[src/rtl/vm_pkg.sv]
// Shared definitions for the vending-machine input front end.
// Holds the channel count and the bit position of each pad input within
// raw_in, level_out and pulse_out. It also holds the default debounce length.
package vm_pkg;

  localparam int N_VM_IN       = 4;

  localparam int IDX_COIN      = 0;
  localparam int IDX_ACCEPT    = 1;
  localparam int IDX_RST_MOORE = 2;
  localparam int IDX_RST_MEALY = 3;

  localparam int DEBOUNCE_CYCLES = 16;

endpackage

[src/rtl/vm_debounce_channel.sv]
// One conditioned pad input.
// The raw input passes through a SYNC_STAGES-deep synchronizer and is then
// debounced against a stable level. The stable level flips only after the
// synchronized value has differed from it for DEBOUNCE_CYCLES consecutive
// clock edges.
//
// Ports:
//   clk       system clock
//   rst       synchronous active-high reset; clears the synchronizer,
//             the counter and the stable level
//   raw_in    asynchronous pad input
//   level     stable (debounced) level, driven directly from a register
//   raw_pulse combinational; high during the cycle in which the stable
//             level is about to flip 0->1. The parent registers it, so the
//             registered pulse lines up with the new level.
module vm_debounce_channel #(
  parameter int DEBOUNCE_CYCLES = 16,
  parameter int SYNC_STAGES     = 2,
  parameter int CNT_W           = $clog2(DEBOUNCE_CYCLES)
) (
  input  logic clk,
  input  logic rst,
  input  logic raw_in,
  output logic level,
  output logic raw_pulse
);

  localparam logic [CNT_W-1:0] CNT_LAST = CNT_W'(DEBOUNCE_CYCLES - 1);

  logic [SYNC_STAGES-1:0] sync_p0;
  logic                   sync;
  logic                   stable_p1;
  logic [CNT_W-1:0]       cnt_p1;
  logic                   flip;

  assign sync = sync_p0[SYNC_STAGES-1];
  assign flip = (sync != stable_p1) && (cnt_p1 == CNT_LAST);

  // Stage p0: metastability synchronizer
  always_ff @(posedge clk) begin
    if (rst) begin
      sync_p0 <= '0;
    end else begin
      sync_p0 <= {sync_p0[SYNC_STAGES-2:0], raw_in};
    end
  end

  // Stage p1: debounce counter and stable level.
  // Any cycle in which sync agrees with the stable level restarts the count.
  // As a result, only an uninterrupted run of disagreement can flip the level.
  always_ff @(posedge clk) begin
    if (rst) begin
      stable_p1 <= 1'b0;
      cnt_p1    <= '0;
    end else if (sync == stable_p1) begin
      cnt_p1    <= '0;
    end else if (flip) begin
      stable_p1 <= sync;
      cnt_p1    <= '0;
    end else begin
      cnt_p1    <= cnt_p1 + CNT_W'(1);
    end
  end

  assign level     = stable_p1;
  assign raw_pulse = flip & sync;

endmodule

[src/rtl/vm_input_conditioner.sv]
// Front end placed ahead of the vending-machine FSM.
// It synchronizes and debounces the four pad inputs (coin, accept, Moore reset
// button and Mealy reset button). It then produces a clean level and a
// one-cycle rising-edge pulse per input.
// A reset-button event in a given cycle suppresses coin/accept pulses in that
// same cycle. ena=0 suppresses all pulses, but debouncing keeps running.
//
// Ports:
//   clk       system clock
//   rst       synchronous active-high reset
//   ena       enable; low forces pulse_out to zero
//   raw_in    [0]=coin m, [1]=accept a, [2]=btnC Moore reset,
//             [3]=btnD Mealy reset (asynchronous)
//   level_out debounced stable level per channel
//   pulse_out registered one-cycle pulse per debounced 0->1 transition,
//             after priority masking and enable gating
module vm_input_conditioner
  import vm_pkg::*;
#(
  parameter int DEBOUNCE_CYCLES = vm_pkg::DEBOUNCE_CYCLES,
  parameter int SYNC_STAGES     = 2
) (
  input  logic               clk,
  input  logic               rst,
  input  logic               ena,
  input  logic [N_VM_IN-1:0] raw_in,
  output logic [N_VM_IN-1:0] level_out,
  output logic [N_VM_IN-1:0] pulse_out
);

  localparam int CNT_W = $clog2(DEBOUNCE_CYCLES);

  logic [N_VM_IN-1:0] raw_pulse;
  logic [N_VM_IN-1:0] pulse_p2;

  // Reset-button events take priority over coin/accept events.
  // Coin/accept events in the same cycle as a reset-button event are dropped,
  // not held for later.
  function automatic logic [N_VM_IN-1:0] priority_mask(
    input logic [N_VM_IN-1:0] p,
    input logic               en
  );
    logic [N_VM_IN-1:0] m;
    m = p;
    if (p[IDX_RST_MOORE] || p[IDX_RST_MEALY]) begin
      m[IDX_COIN]   = 1'b0;
      m[IDX_ACCEPT] = 1'b0;
    end
    if (!en) begin
      m = '0;
    end
    return m;
  endfunction

  for (genvar i = 0; i < N_VM_IN; i++) begin : g_ch
    vm_debounce_channel #(
      .DEBOUNCE_CYCLES (DEBOUNCE_CYCLES),
      .SYNC_STAGES     (SYNC_STAGES),
      .CNT_W           (CNT_W)
    ) u_ch (
      .clk       (clk),
      .rst       (rst),
      .raw_in    (raw_in[i]),
      .level     (level_out[i]),
      .raw_pulse (raw_pulse[i])
    );
  end

  // Stage p2: masked pulse register, updated on the same edge as the stable level
  always_ff @(posedge clk) begin
    if (rst) begin
      pulse_p2 <= '0;
    end else begin
      pulse_p2 <= priority_mask(raw_pulse, ena);
    end
  end

  assign pulse_out = pulse_p2;

endmodule

[config.mk]
export PLATFORM = sky130hd
export DESIGN_NAME = vm_input_conditioner
export DESIGN_NICKNAME = d
export VERILOG_FILES = /design/src/rtl/vm_pkg.sv /design/src/rtl/vm_debounce_channel.sv /design/src/rtl/vm_input_conditioner.sv
export SDC_FILE = /design/constraint.sdc
export NUM_CORES = 1
export LEC_CHECK = 0
export BUFFER_PORTS_ARGS = -buffer_cell sky130_fd_sc_hd__buf_4
export CAP_MARGIN = 20
export CORE_MARGIN = 1
export CORE_UTILIZATION = 54
export DETAILED_ROUTE_END_ITERATION = 10
export GPL_TIMING_DRIVEN = 0
export PLACE_DENSITY_LB_ADDON = 0.2
export SLEW_MARGIN = 5
export SYNTH_ARGS = -nofsm -noshare
export SYNTH_HDL_FRONTEND = slang
export SYNTH_SLANG_ARGS = --single-unit
export TNS_END_PERCENT = 20
[constraint.sdc]
create_clock -name clk -period 1.3 [get_ports clk]
set_input_delay 0.195 -clock clk [delete_from_list [all_inputs] [get_ports clk]]
set_output_delay 0.195 -clock clk [all_outputs]
set_load 0.005 [all_outputs]
==> results of run 1 <==
-- final cells by class --
type / count / share of cell area [%]
multi-input combinational: 70 / 36.1
tap: 27 / 2.42
sequential: 32 / 46.0
buffer: 6 / 2.69
timing repair buffer: 14 / 7.54
clock buffer: 8 / 4.22
inverter: 4 / 1.08
-- sequential cells by signal (all words and copies together), names as in the netlist --
register           flops
g_ch.u_ch.cnt_p1      16
g_ch.u_ch.level        4
g_ch.u_ch.sync_p0      8
pulse_out              4
-- layout by cell type (no fill, tap or decap), types with 5 or more instances in the layout --
cell type   n
buf_4      18
clkbuf_4    5
dfxtp_1    32
nand3_1     6
nor2_1     16
nor2b_1     8
xor2_1     12
-- power by group --
group	internal [mW]	switching, mW	total, mW
combinational	0.0288	0.0247	0.0536
sequential	0.995	0.00822	1.00
clock	0.267	0.299	0.565
total	1.29	0.332	1.62
-- per-stage QoR --
step	hold slack [ns]	setup WS [ns]	power [mW]	cell area [um^2]
after floorplan	0.323	0.208	1.06	1190
after global placement	0.406	0.130	1.08	1330
after detailed placement	0.414	0.0685	1.08	1330
after CTS	0.0652	0.0463	1.65	1390
after global routing	0.0662	0.0561	1.71	1390
final	0.0735	0.120	1.62	1390
-- timing repair --
| item | CTS | global route |
|---|---|---|
| endpoints found under the setup margin | 0 | 2 |
| endpoints found under the hold margin | 0 | 0 |
| resized for setup | 0 | 1 |
-- kinds of logic after synthesis --
| logic type | Yosys count | synth area share, % |
|---|---|---|
| AO/OA/AOI/OAI | 1 | 1.05 |
| AND/OR/NAND/NOR | 49 | 24.4 |
| adder cells (fa/ha/maj) | 4 | 4.20 |
| flip-flops | 32 | 53.8 |
| buffers and inverters | 10 | 4.41 |
| multiplexers | 4 | 3.36 |
| XOR/XNOR | 12 | 8.82 |
-- final timing paths --
| kind | startpoint | to | slack, ns |
|---|---|---|---|
| hold reg to reg | g_ch[0].u_ch.sync_p0[0] | g_ch[0].u_ch.sync_p0[1] | 0.44 |
| setup / recovery | g_ch[3].u_ch.cnt_p1[0] | pulse_out[0] | 0.12 |
| setup reg to reg | g_ch[3].u_ch.cnt_p1[0] | pulse_out[0] | 0.12 |
| hold / removal | raw_in[2] | g_ch[2].u_ch.sync_p0[0] | 0.07 |
-- per-layer routing --
metal | track usage, % | share of wire, % | vias up
li1 | - | - | 404
met1 | 20.8 | 43 | 338
met2 | 29.4 | 49 | 16
met3 | 9.66 | 5.4 | 5
met4 | 10.3 | 2.5 | 0
met5 | 0 | 0 | -
-- critical path: stages, from the launching register on --
cell and delay (ns):
dfxtp_1 0.33, ha_1 0.25, nand3_4 0.12, o22ai_2 0.10, nor4_1 0.28
==> metrics.md, run 1 <==
| Metric | Value |
|---|---|
| Status | finished, final reports clean |
| # DRC | 0 |
| Final cell count without fillers | 161 |
| Via count | 763 |
| Maximum vdd drop | 0.000767 V |
| CP Launch Type | flop |
| Core area | 0.00202 mm^2 |
| WHS Path Cells | 2 |
| Initial antenna violation count | 0 |
| Final Hold Violating Endpoints | 0 |
| H-tree levels | 2 |
| Clk Latency, worst-skew pair | 0.32 ns |
| Yosys top cell by area | dfxtp_1 |
| GR Overflow Total | 0 |
| Post-cts hold buffer count | 0 |
| Sequential share of the synthesized area | 53.8% |
| Routed len/inst | 11.1 um |
| Antenna Cells | 0 |
| Num CTS Buffers | 5 |
| Setup crit end kind | flop |
| Top cell type's share of synthesized area | 53.8% |
| Clock-pin slew on the worst setup and hold paths | 0.09 ns |
| RSZ-0062 raised after global routing | false |
| TritonCTS clock tree | built |
| Worst Path Max Fanout | 4 |
| Post-synth EDFFs | 0 |
| Placed cell count | 153 |
| Ys Warns | 0 |
| Dpl hpwl | 1320 um |
| Synth Register Bits | 32 |
| Starting DRT DRC Count | 7 |
| # IOs | 15 |
| Post-route ant nets | 0 |
| Synth Flop Type | dfxtp_1 |
| Mapped cell area | 0.00119 mm^2 |
| First-pass GRT wire length | 3230 um |
| Post-CTS Setup Bufs | 0 |
| Fillers | 165 |
| Unique masters post-synth | 19 |
| Setup total negative slack | 0 ns |
| Sequential cell area | 641 um^2 |
| Post-synth ARST share | 0% |
| Largest net degree at the start of global routing | 11 |
| PwrDens | 1160 mW/mm^2 |
| Top post-synthesis cells by area | dfxtp_1, xor2_1, nor2_1 |
| Tcrit/Tclk final | 90.8% |
| Vias in the first global route | 762 |
| Root buf cell | clkbuf_4 |
| Layout cells sized above 1 | 21.6% |
| Syn avg cell area | 10.6 um^2 |
| Area growth, synth to finish | 17.0% |
| FP Rows | 16 |
| DIE AREA | 0.00240 mm^2 |
| Mapped Nets | 123 |
| Starting Density | 58.9% |
| Final setup viols | 0 |
| LEAKAGE | 0.653 nW |
| Count leader, synth | dfxtp_1 |
| DR pass1 iterations | 4 |
| Worst EP required | 1.52 ns |
| Fin util | 68.9% |
| Slew Limit Headroom | 71.2% |
| Setup CP Type | reg2reg |
| IO buf count | 14 |
| Clk sinks | 32 |
| Max clock buf depth | 2 |
| Number of max-cap violations | 0 |
| Slew Viols, Final | 0 |
| Minimum clock period | 1.18 ns |
| Vias per cell | 4.74 |
| Post-route clock skew | 0.00634 ns |
| Worst Tran Pin Value | 0.433 ns |
| Top cells by instance count after synthesis | dfxtp_1, nor2_1, xor2_1 |
| Multi-input logic area | 503 um^2 |
| Routability cong. | 0.764 |
| Total GRT Usage | 18.9% |
| Cell count after synthesis | 112 |
| Die X | 49.0 um |
| R2R cell count | 4 |
| Die height | 49.0 um |
| Fmax | 847 MHz |
| Nets | 144 |
| WP data arrival | 1.40 ns |
| Hold Crit Class | in2reg |
| Post-Route WL | 1780 um |
No activity file was read; power rests on OpenSTA's default activity.
==> run 2, diff against run 1 <==
Settings changed: CELL_PAD_IN_SITES_DETAIL_PLACEMENT set to 1, CELL_PAD_IN_SITES_GLOBAL_PLACEMENT set to 1, CORE_UTILIZATION 54 to 43.
==> metrics.md, run 2 (synthesis gave the netlist of run 1 again) <==
| Metric | Value |
|---|---|
| Status | finished, final reports clean |
| Largest net degree at the start of global routing | 11 |
| Die height | 54.6 um |
| Vias per cell | 4.82 |
| Die X | 54.6 um |
| Fmax | 856 MHz |
| Max clock buf depth | 2 |
| WP data arrival | 1.42 ns |
| Vias in the first global route | 771 |
| Initial antenna violation count | 0 |
| CP Launch Type | flop |
| Nets | 144 |
| Worst EP required | 1.55 ns |
| CP max-delay cell | dfxtp_1 |
| Clk sinks | 32 |
| Final setup viols | 0 |
| # DRC | 0 |
| Worst Path Max Fanout | 4 |
| Met2 GRT Util | 28.7% |
| Clock-pin slew on the worst setup and hold paths | 0.10 ns |
| Post-CTS Setup Bufs | 0 |
| Number of flip-flops in the largest register | 16 |
| Final Hold Violating Endpoints | 0 |
| RSZ-0062 raised after global routing | false |
| FP Rows | 18 |
| DR pass1 iterations | 3 |
| Regs by FF count | g_ch.u_ch.cnt_p1 (16), g_ch.u_ch.sync_p0 (8) |
| Setup CP Type | reg2reg |
| Post-route clock skew | 0.0121 ns |
| Minimum clock period | 1.17 ns |
| Number of max-cap violations | 0 |
| Post-cts hold buffer count | 0 |
| Starting Density | 46.8% |
| H-tree levels | 2 |
| First-pass GRT wire length | 3280 um |
| Fin util | 55.2% |
| LEAKAGE | 0.657 nW |
| Commonest non-fill, non-tap cell in the layout | dfxtp_1 |
| Largest register by flop count | g_ch.u_ch.cnt_p1 |
| Commonest cells after routing, fill and taps aside | dfxtp_1, buf_4, nor2_1 |
| Routability cong. | 0.695 |
| Tcrit/Tclk final | 89.8% |
| Via count | 785 |
| Num CTS Buffers | 5 |
| IO buf count | 14 |
| Maximum vdd drop | 0.000814 V |
| Root buf cell | clkbuf_4 |
| Setup crit end kind | flop |
| Dpl hpwl | 1450 um |
| Slew Viols, Final | 0 |
| Hold Crit Class | in2reg |
| Worst Tran Pin Value | 0.428 ns |
| Busiest layer in global routing | met2 |
| DIE AREA | 0.00298 mm^2 |
| Starting DRT DRC Count | 1 |
| Layout cells sized above 1 | 22.6% |
| Setup total negative slack | 0 ns |
| Post-route ant nets | 0 |
| Total GRT Usage | 16.5% |
| Final hold slack | 0.0765 ns |
| Routed len/inst | 12.1 um |
| GR Overflow Total | 0 |
| Area growth, synth to finish | 17.9% |
| Slowest stage delay, CP | 0.34 ns |
| CP cell instances | ha_1, nand3_4, o22ai_2, nor4_2 |
| TritonCTS clock tree | built |
| PwrDens | 1200 mW/mm^2 |
| Core area | 0.00254 mm^2 |
| Met3 usage | 7.50% |
| # IOs | 15 |
| Post-Route WL | 1970 um |
| Clk Latency, worst-skew pair | 0.33 ns |
| Slew Limit Headroom | 71.4% |
| Met1 Use GR | 16.4% |
| PostCTS Resize Cnt | 0 |
| Antenna Cells | 0 |
run 2: changes by cell type in the layout (fill, tap and decap cells not counted), sizes merged:
cell / before / now
clkbuf: 10 / 9
run 2: layout make-up:
cell class,count,area (um^2)
timing repair buffer,14,105
inverter,4,15.0
tap,30,37.5
multi-input combinational,70,503
clock buffer,7,65.1
fill,305,1140
buffer,6,37.5
sequential,32,641
run 2: final timing paths:
kind                                start                       to  slack [ns]  depth (start not counted)
setup / recovery   g_ch[3].u_ch.cnt_p1[0]             pulse_out[1]        0.13                          4
setup reg to reg   g_ch[3].u_ch.cnt_p1[0]             pulse_out[1]        0.13                          4
hold reg to reg   g_ch[3].u_ch.sync_p0[0]  g_ch[3].u_ch.sync_p0[1]        0.45                          1
hold / removal                  raw_in[1]  g_ch[1].u_ch.sync_p0[0]        0.08                          2
run 2: routing by layer:
metal	vias to the layer above	part of all wire [%]
met2	15	51
met5	-	0
met1	367	43
li1	401	-
met3	2	5.1
met4	0	0.76
run 2: stage by stage:
stage / worst slack, ns / std cells / area [um^2] / power [mW]
2_1_floorplan: 0.208 / 112 / 1190 / 1.06
3_3_place_gp: 0.0900 / 156 / 1330 / 1.08
3_5_place_dp: 0.0499 / 156 / 1330 / 1.08
4_1_cts: 0.0343 / 163 / 1400 / 1.71
5_1_grt: 0.0393 / 163 / 1400 / 1.77
6_report: 0.132 / 163 / 1400 / 1.69
run 2: report_power, final:
part | switching (mW) | internal, mW | leakage, nW
logic | 0.0258 | 0.0288 | 0.360
clock network | 0.322 | 0.306 | 0.0374
registers | 0.00893 | 0.995 | 0.260
run 2: worst max-delay path, delay by kind of cell (launching register included):
| kind | cells | cell delay, ns |
|---|---|---|
| and+or+nand+nor | 2 | 0.40 |
| DFF | 1 | 0.34 |
| adders and majority gates | 1 | 0.25 |
| AOI/OAI and AO/OA | 1 | 0.10 |
